<file path="config.mk">
export PLATFORM = sky130hd
export DESIGN_NAME = if_prefetch
export DESIGN_NICKNAME = d
export VERILOG_FILES = /design/src/rtl/if_prefetch.sv
export SDC_FILE = /design/constraint.sdc
export NUM_CORES = 1
export LEC_CHECK = 0
export CAP_MARGIN = 20
export CORE_ASPECT_RATIO = 1.75
export CORE_MARGIN = 2
export CORE_UTILIZATION = 35
export CTS_CLUSTER_SIZE = 12
export DETAILED_ROUTE_END_ITERATION = 8
export GPL_TIMING_DRIVEN = 0
export HOLD_SLACK_MARGIN = 0.08
export PLACE_DENSITY = 0.58
export SYNTH_ARGS = -nofsm -noshare
export SYNTH_HDL_FRONTEND = slang
export SYNTH_SLANG_ARGS = --single-unit
</file>
<file path="constraint.sdc">
create_clock -name clk -period 10.7 [get_ports clk]
set_input_delay 2.14 -clock clk [delete_from_list [all_inputs] [get_ports clk]]
set_output_delay 2.14 -clock clk [all_outputs]
set_load 0.01 [all_outputs]
</file>
<file path="src/rtl/if_prefetch.sv">
// Instruction-fetch prefetch unit.
// Issues one sequential fetch at a time to a simple request/ack memory port
// and buffers the returned {pc, instruction} pairs in a small circular queue
// that feeds decode. A redirect (jump) flushes the queue, retargets the fetch
// PC and, if a fetch is still in flight, swallows its late acknowledge.
module if_prefetch #(
  parameter int unsigned       ADDR_W   = 32,
  parameter int unsigned       DEPTH    = 4,
  parameter logic [ADDR_W-1:0] RESET_PC = '0
) (
  input  logic              clk,
  input  logic              rst,
  input  logic              stall_i,
  input  logic              jump_i,
  input  logic [ADDR_W-1:0] jump_pc_i,
  input  logic              mem_busy_i,
  output logic              mem_req_o,
  output logic [ADDR_W-1:0] mem_addr_o,
  input  logic              mem_ack_i,
  input  logic [31:0]       mem_data_i,
  output logic              inst_valid_o,
  output logic [31:0]       inst_o,
  output logic [ADDR_W-1:0] inst_pc_o
);

  // DEPTH must be a power of two so the pointers wrap by simple overflow.
  localparam int unsigned PTR_W = (DEPTH > 1) ? $clog2(DEPTH) : 1;
  localparam int unsigned CNT_W = PTR_W + 1;
  localparam logic [CNT_W-1:0] FULL_CNT = CNT_W'(DEPTH);

  // IDLE: may issue a fetch; WAIT: fetch outstanding, its ack is wanted;
  // FLUSH: fetch outstanding but it belongs to a discarded path.
  typedef enum logic [1:0] {
    ST_IDLE  = 2'd0,
    ST_WAIT  = 2'd1,
    ST_FLUSH = 2'd2
  } state_e;

  state_e            state_q;
  logic [ADDR_W-1:0] fetch_pc_q;
  logic [PTR_W-1:0]  rd_ptr_q;
  logic [PTR_W-1:0]  rd_ptr_d;
  logic [PTR_W-1:0]  wr_ptr_q;
  logic [PTR_W-1:0]  wr_ptr_d;
  logic [CNT_W-1:0]  count_q;
  logic [CNT_W-1:0]  count_d;

  logic [ADDR_W-1:0] pc_mem_q   [DEPTH];
  logic [31:0]       inst_mem_q [DEPTH];

  logic              issue;
  logic              push;
  logic              pop;
  logic [ADDR_W-1:0] jump_target;

  // Redirect targets are word aligned; the two low bits are dropped.
  assign jump_target = {jump_pc_i[ADDR_W-1:2], 2'b00};

  logic unused_jump_lsbs;
  assign unused_jump_lsbs = ^jump_pc_i[1:0];

  // Per-cycle queue/memory events; a jump overrides every one of them.
  always_comb begin
    issue = 1'b0;
    push  = 1'b0;
    pop   = 1'b0;
    if (rst) begin
      issue = 1'b0;
      push  = 1'b0;
      pop   = 1'b0;
    end else begin
      // A new request is only possible from IDLE, which also guarantees it
      // never coincides with an ack and is spaced at least two cycles apart.
      issue = (state_q == ST_IDLE) && !mem_busy_i && !jump_i && (count_q < FULL_CNT);
      push  = (state_q == ST_WAIT) && mem_ack_i && !jump_i;
      pop   = (count_q != {CNT_W{1'b0}}) && !stall_i && !jump_i;
    end
  end

  // Next pointer and occupancy values for the non-jump case.
  always_comb begin
    rd_ptr_d = rd_ptr_q;
    wr_ptr_d = wr_ptr_q;
    count_d  = count_q;
    if (pop) begin
      rd_ptr_d = rd_ptr_q + PTR_W'(1);
    end else begin
      rd_ptr_d = rd_ptr_q;
    end
    if (push) begin
      wr_ptr_d = wr_ptr_q + PTR_W'(1);
    end else begin
      wr_ptr_d = wr_ptr_q;
    end
    // Push and pop together leave occupancy unchanged.
    if (push && !pop) begin
      count_d = count_q + CNT_W'(1);
    end else if (pop && !push) begin
      count_d = count_q - CNT_W'(1);
    end else begin
      count_d = count_q;
    end
  end

  // Fetch FSM, fetch PC and queue bookkeeping.
  always_ff @(posedge clk) begin
    if (rst) begin
      state_q    <= ST_IDLE;
      fetch_pc_q <= RESET_PC;
      rd_ptr_q   <= '0;
      wr_ptr_q   <= '0;
      count_q    <= '0;
    end else if (jump_i) begin
      rd_ptr_q   <= '0;
      wr_ptr_q   <= '0;
      count_q    <= '0;
      fetch_pc_q <= jump_target;
      // If a fetch is still in flight its ack must be swallowed later;
      // an ack arriving in this very cycle closes it out immediately.
      case (state_q)
        ST_WAIT:  state_q <= mem_ack_i ? ST_IDLE : ST_FLUSH;
        ST_FLUSH: state_q <= mem_ack_i ? ST_IDLE : ST_FLUSH;
        default:  state_q <= ST_IDLE;
      endcase
    end else begin
      rd_ptr_q <= rd_ptr_d;
      wr_ptr_q <= wr_ptr_d;
      count_q  <= count_d;
      case (state_q)
        ST_IDLE: begin
          if (issue) begin
            state_q <= ST_WAIT;
          end else begin
            state_q <= ST_IDLE;
          end
        end
        ST_WAIT: begin
          if (mem_ack_i) begin
            fetch_pc_q <= fetch_pc_q + ADDR_W'(4);
            state_q    <= ST_IDLE;
          end else begin
            state_q <= ST_WAIT;
          end
        end
        ST_FLUSH: begin
          // Stale ack: drop the data and leave fetch_pc on the new path.
          if (mem_ack_i) begin
            state_q <= ST_IDLE;
          end else begin
            state_q <= ST_FLUSH;
          end
        end
        default: state_q <= ST_IDLE;
      endcase
    end
  end

  // Queue storage; contents of empty slots are don't-care, so no reset.
  always_ff @(posedge clk) begin
    if (push) begin
      pc_mem_q[wr_ptr_q]   <= fetch_pc_q;
      inst_mem_q[wr_ptr_q] <= mem_data_i;
    end
  end

  // fetch_pc only changes on ack or jump, so while a request is outstanding
  // it is exactly the issued address.
  assign mem_req_o    = issue;
  assign mem_addr_o   = rst ? '0 : fetch_pc_q;
  assign inst_valid_o = !rst && (count_q != {CNT_W{1'b0}});
  assign inst_o       = rst ? 32'h0 : inst_mem_q[rd_ptr_q];
  assign inst_pc_o    = rst ? '0 : pc_mem_q[rd_ptr_q];

endmodule
</file>
After elaboration in Yosys (flattened, before gate mapping)
Memories as Yosys holds them, arrays and structs flattened. A register that Yosys moved wholly into a read port is not among the register bits.
Cells that the tools add are included.
- $lt $le $gt $ge: 1
- muxes and demuxes: 23
- reduce and logical (&&, ||, !) cells: 25
- equality and inequality tests: 2
- add/sub/neg operators: 5
- operators with widths (kind ; number):
    $mux 32 ; 6
    $add 32x3->32 const B ; 1
    $mux 2 ; 7
    $logic_and 1x1->1 ; 10
    $mux 1 ; 7
    $logic_not 1->1 ; 6
    $mux 3 ; 2
    $pmux 2 s3 ; 1
    $reduce_bool 2->1 ; 3
    $add 2x1->2 const B ; 2
    $reduce_and 2->1 ; 2
    $reduce_or 2->1 ; 2
    $add 3x1->3 const B ; 1
    $lt 3x3->1 const B ; 1
    $reduce_bool 3->1 ; 1
    $sub 3x1->3 const B ; 1
    $eq 2x1->1 const B ; 1
    $eq 2x2->1 const B ; 1
    $logic_not 2->1 ; 1
- input port bits: 70
- register bits after elaboration: 41
- memories kept: 2
- logic and storage cells: 64
- bits in writable memories: 256
- memory list (memory ; depth ; width ; read ports ; clocked after memory_dff ; write ports ; RTL line ; source):
    inst_mem_q ; 4 ; 32 ; 1 ; 1 ; 1 ; 49 ; logic [31:0] inst_mem_q [DEPTH];
    pc_mem_q ; 4 ; 32 ; 1 ; 1 ; 1 ; 48 ; logic [ADDR_W-1:0] pc_mem_q [DEPTH];

Depth between registers and ports, before layout
- word-level depth: 8
- depth in mapped cells: 10

Least setup slack after synthesis
No wires, ideal clock.
- kind: input to output
- start: input rst
- end: output mem_req_o
- path buffers: 2
- data arrival time: 3.248 ns
- stages on the path: 4
- path slack: 5.312 ns
- cell sequence: clkbuf_1 -> or2_2 -> clkbuf_1 -> nor4b_1
- cells in the longest elaborated chain, start to end: 1
- ends and longest elaborated chain (what ; RTL line ; source):
    start, declared ; 12 ; input logic rst,
    $mux 1 ; 67 ; if (rst) begin
    end, declared ; 17 ; output logic mem_req_o,
No other way between the ends.

Final worst setup path
- start: input rst
- end: output inst_pc_o[9]
- cells in the longest elaborated chain, start to end: 1
- ends and longest elaborated chain (what ; RTL line ; source):
    $mux 32 ; 172 ; assign inst_pc_o = rst ? '0 : pc_mem_q[rd_ptr_q];
    end, declared ; 23 ; output logic [ADDR_W-1:0] inst_pc_o
No other way between the ends.

==> qor.txt <==
CP Class = input port to output pin
Seq/Total Area, Yosys = 69.4%
synthesized area = 0.0119 mm^2
gpl congestion = 0.918
# clock sinks = 289
Post-DP HPWL = 19.5 mm
pwr dens = 152 mW/mm^2
htree depth = 1
first drt pass iteration count = 6
Synth-to-Final Area Change = 26.3%
status = complete, no violations
Initial Util = 35.4%
Post-synth top flop = edfxtp_1
final cell count without fillers = 1393
diode count = 0
main combinational cell family by area after synthesis = multiplexers
routed via count = 7035
CTS Root Cell = clkbuf_16
post-layout util = 44.8%
vias in the first global route = 7341
fin worst setup slack = 4.18 ns
setup TNS = 0 ns
# setup viols final = 0
fmax = 153 MHz
CP Cell Sequence = clkbuf_1 > inv_1 > clkbuf_1 > clkbuf_1 > and2_1 > clkdlybuf4s50_1
Die H = 248 um
antenna violations before repair = 0
most used cell, CP = clkbuf_1
HP Class = register to register
via/cell ratio = 5.05
grt ovf = 0
Worst VDD drop = 0.103 mV
Iter 0 DRT Violations = 394
GRT Util Overall = 16.2%
Syn Area/Cell = 16.6 um^2
port bufs = 160
critical path data required time = 8.56 ns
share of cells above drive strength 1 = 12.8%
Post-synth ARST share = 0%
Worst-Skew Late Latency = 0.55 ns
Compound-Gate Fraction of Synth Area = 3.46%
register bit total from synthesis = 289
hold buffers post-CTS = 0
post-CTS repair timing setup buffer count = 0
Tmin final = 6.52 ns
first-pass GRT wire length = 43.4 mm
DRT Wirelength = 28.9 mm
DP Worst Slack = 4.04 ns
max cap viols = 0
Worst path slowest cell = clkbuf_1
Worst-path clk slew = 0.06 ns
Post-Syn Instances = 718
leakage power = 4.69 nW
total CTS buffers = 29
CTS tree = built
Least-Margin Pin Slew = 0.984 ns
Setup crit end kind = output pin
clk buf depth = 3
Max Clock Skew = 0.0128 ns
Worst Setup Start Kind = input port
# IOs = 168
CP top delay family = buffers and inverters
Post-Synth Simple-Gate Area = 10.9%
dpl cells = 1341
crit-path max FO = 10
largest net degree at the start of global routing = 44
post-cts repair resize count = 0
final hold viol count = 0
synth unique cells = 51
core area = 0.0336 mm^2
# rows = 89
Final Max Slew Viols = 0
Post-synth EDFFs = 248
adder and majority gate portion of the synthesized area = 1.22%
Arr. time, crit path = 4.38 ns
total die area = 0.0356 mm^2
Net count, final = 998
worst path buffer plus inverter count = 5
crit share post-route = 61.0%
Residual DRC = 0
Final ANT Viol Nets = 0
wire per inst = 20.7 um
Die X = 144 um
Ys Warns = 0
mux contribution to synthesized area = 11.8%
Max stage delay on crit path = 0.66 ns
Slew HR = 34.4%
post-synthesis xor/xnor area fraction = 1.18%
RSZ-0062 raised after global routing = no
-- power breakdown --
part | switching, mW | total, mW | internal (mW)
registers | 0.0217 | 1.26 | 1.23
logic | 0.0539 | 0.116 | 0.0618
clock network | 0.407 | 0.918 | 0.510
total | 0.483 | 2.29 | 1.81
-- synthesized netlist by cell type, types with 2 or more instances --
cell type,instances,area [um^2]
ha_1,10,125
a311oi_1,15,131
o211ai_1,2,15.0
or2_2,2,12.5
edfxtp_1,248,7450
nor4b_1,2,17.5
o31ai_1,9,67.6
xnor2_1,5,43.8
dfxtp_1,41,821
nor2_1,39,146
buf_1,5,18.8
clkbuf_1,33,124
buf_4,4,30.0
buf_2,4,20.0
nor3_1,6,30.0
nand2_1,17,63.8
a211oi_1,11,82.6
inv_1,9,33.8
nand4_1,16,100
and4_1,4,35.0
a21oi_1,2,10.0
mux4_2,62,1400
o21ai_0,3,15.0
o21ai_1,3,15.0
xor2_1,11,96.3
or4_1,11,82.6
nand3_1,8,40.0
nor2b_1,28,175
or3_1,11,68.8
and2_1,69,432
and3_1,4,25.0
nor4_1,5,31.3
-- layout make-up --
cell class                      instances  area, um^2
Inverter                               10        37.5
Fill cell                            3092       18600
Sequential cell                       289        8270
Clock inverter                          5        28.8
Multi-Input combinational cell        375        3430
Buffer                                 47         204
Tap cell                              455         569
Clock buffer                           47         803
Timing Repair Buffer                  165        1720
-- tightest hold or removal path: stages, from the launching register on --
cell,delay (ns)
dfxtp_1,0.34
nand2_1,0.07
a21oi_1,0.05
-- placed cells by master, fill, tap and decap left out, types with 3 or more instances in the layout --
master and instances:
clkbuf_1 50, a311oi_1 15, buf_2 5, clkdlybuf4s50_1 160, o21ai_0 3, clkbuf_16 29
conb_1 4, nor2_1 39, nand4_1 16, edfxtp_1 248, ha_1 10, and3_1 4
and2_1 65, or4_1 11, nor3_1 6, buf_4 4, nand3_1 8, or3_1 11
xnor2_1 5, xor2_1 11, buf_1 5, buf_16 4, nor2b_1 28, mux4_2 62
nor4_1 5, a211oi_1 11, inv_1 9, clkinv_2 4, o31ai_1 9, dfxtp_1 41
and2_4 4, o21ai_1 3, and4_1 4, nand2_1 17
-- metrics by stage --
step | total power, mW | hold slack (ns) | instance area, um^2
after floorplan | 1.32 | 0.469 | 11900
after global placement | 1.39 | 0.490 | 14100
after detailed placement | 1.40 | 0.507 | 14200
after CTS | 2.32 | 0.516 | 15100
after global routing | 2.37 | 0.543 | 15100
final | 2.29 | 0.509 | 15100
-- final timing paths --
path                    start               end  slack, ns  cells past startpoint
setup reg to reg   state_q[1]  inst_mem_q[1][1]       7.97                      6
hold reg to reg   wr_ptr_q[1]       wr_ptr_q[1]       0.51                      2
hold / removal    wr_ptr_q[1]       wr_ptr_q[1]       0.51                      2
setup / recovery          rst      inst_pc_o[9]       4.18                      6
-- per-layer routing --
layer	GRT usage (%)	up-vias	routed length [um]
met2	30.7	185	15900
li1	-	3214	-
met1	18.7	3586	10900
met4	6.00	0	974
met5	0	-	0
met3	1.73	50	1030
-- state kept, by name, indices dropped and copies added, names as in the netlist, named ones only --
name	flops
pc_mem_q	120
fetch_pc_q	30
rd_ptr_q	2
state_q	2
inst_mem_q	128
count_q	3
wr_ptr_q	2
-- kinds of logic (layout without fill, tap and decap cells) --
| kind of cell | Yosys count | in the layout |
|---|---|---|
| flip-flops | 289 | 289 |
| AO/OA/AOI/OAI | 54 | 54 |
| AND/OR/NAND/NOR | 227 | 227 |
| buffers and inverters | 57 | 274 |
| adder cells (fa/ha/maj) | 11 | 11 |
| other | 1 | 4 |
| multiplexers | 63 | 63 |
| XOR/XNOR | 16 | 16 |
Note: power is estimated with default switching activity, not from simulation.
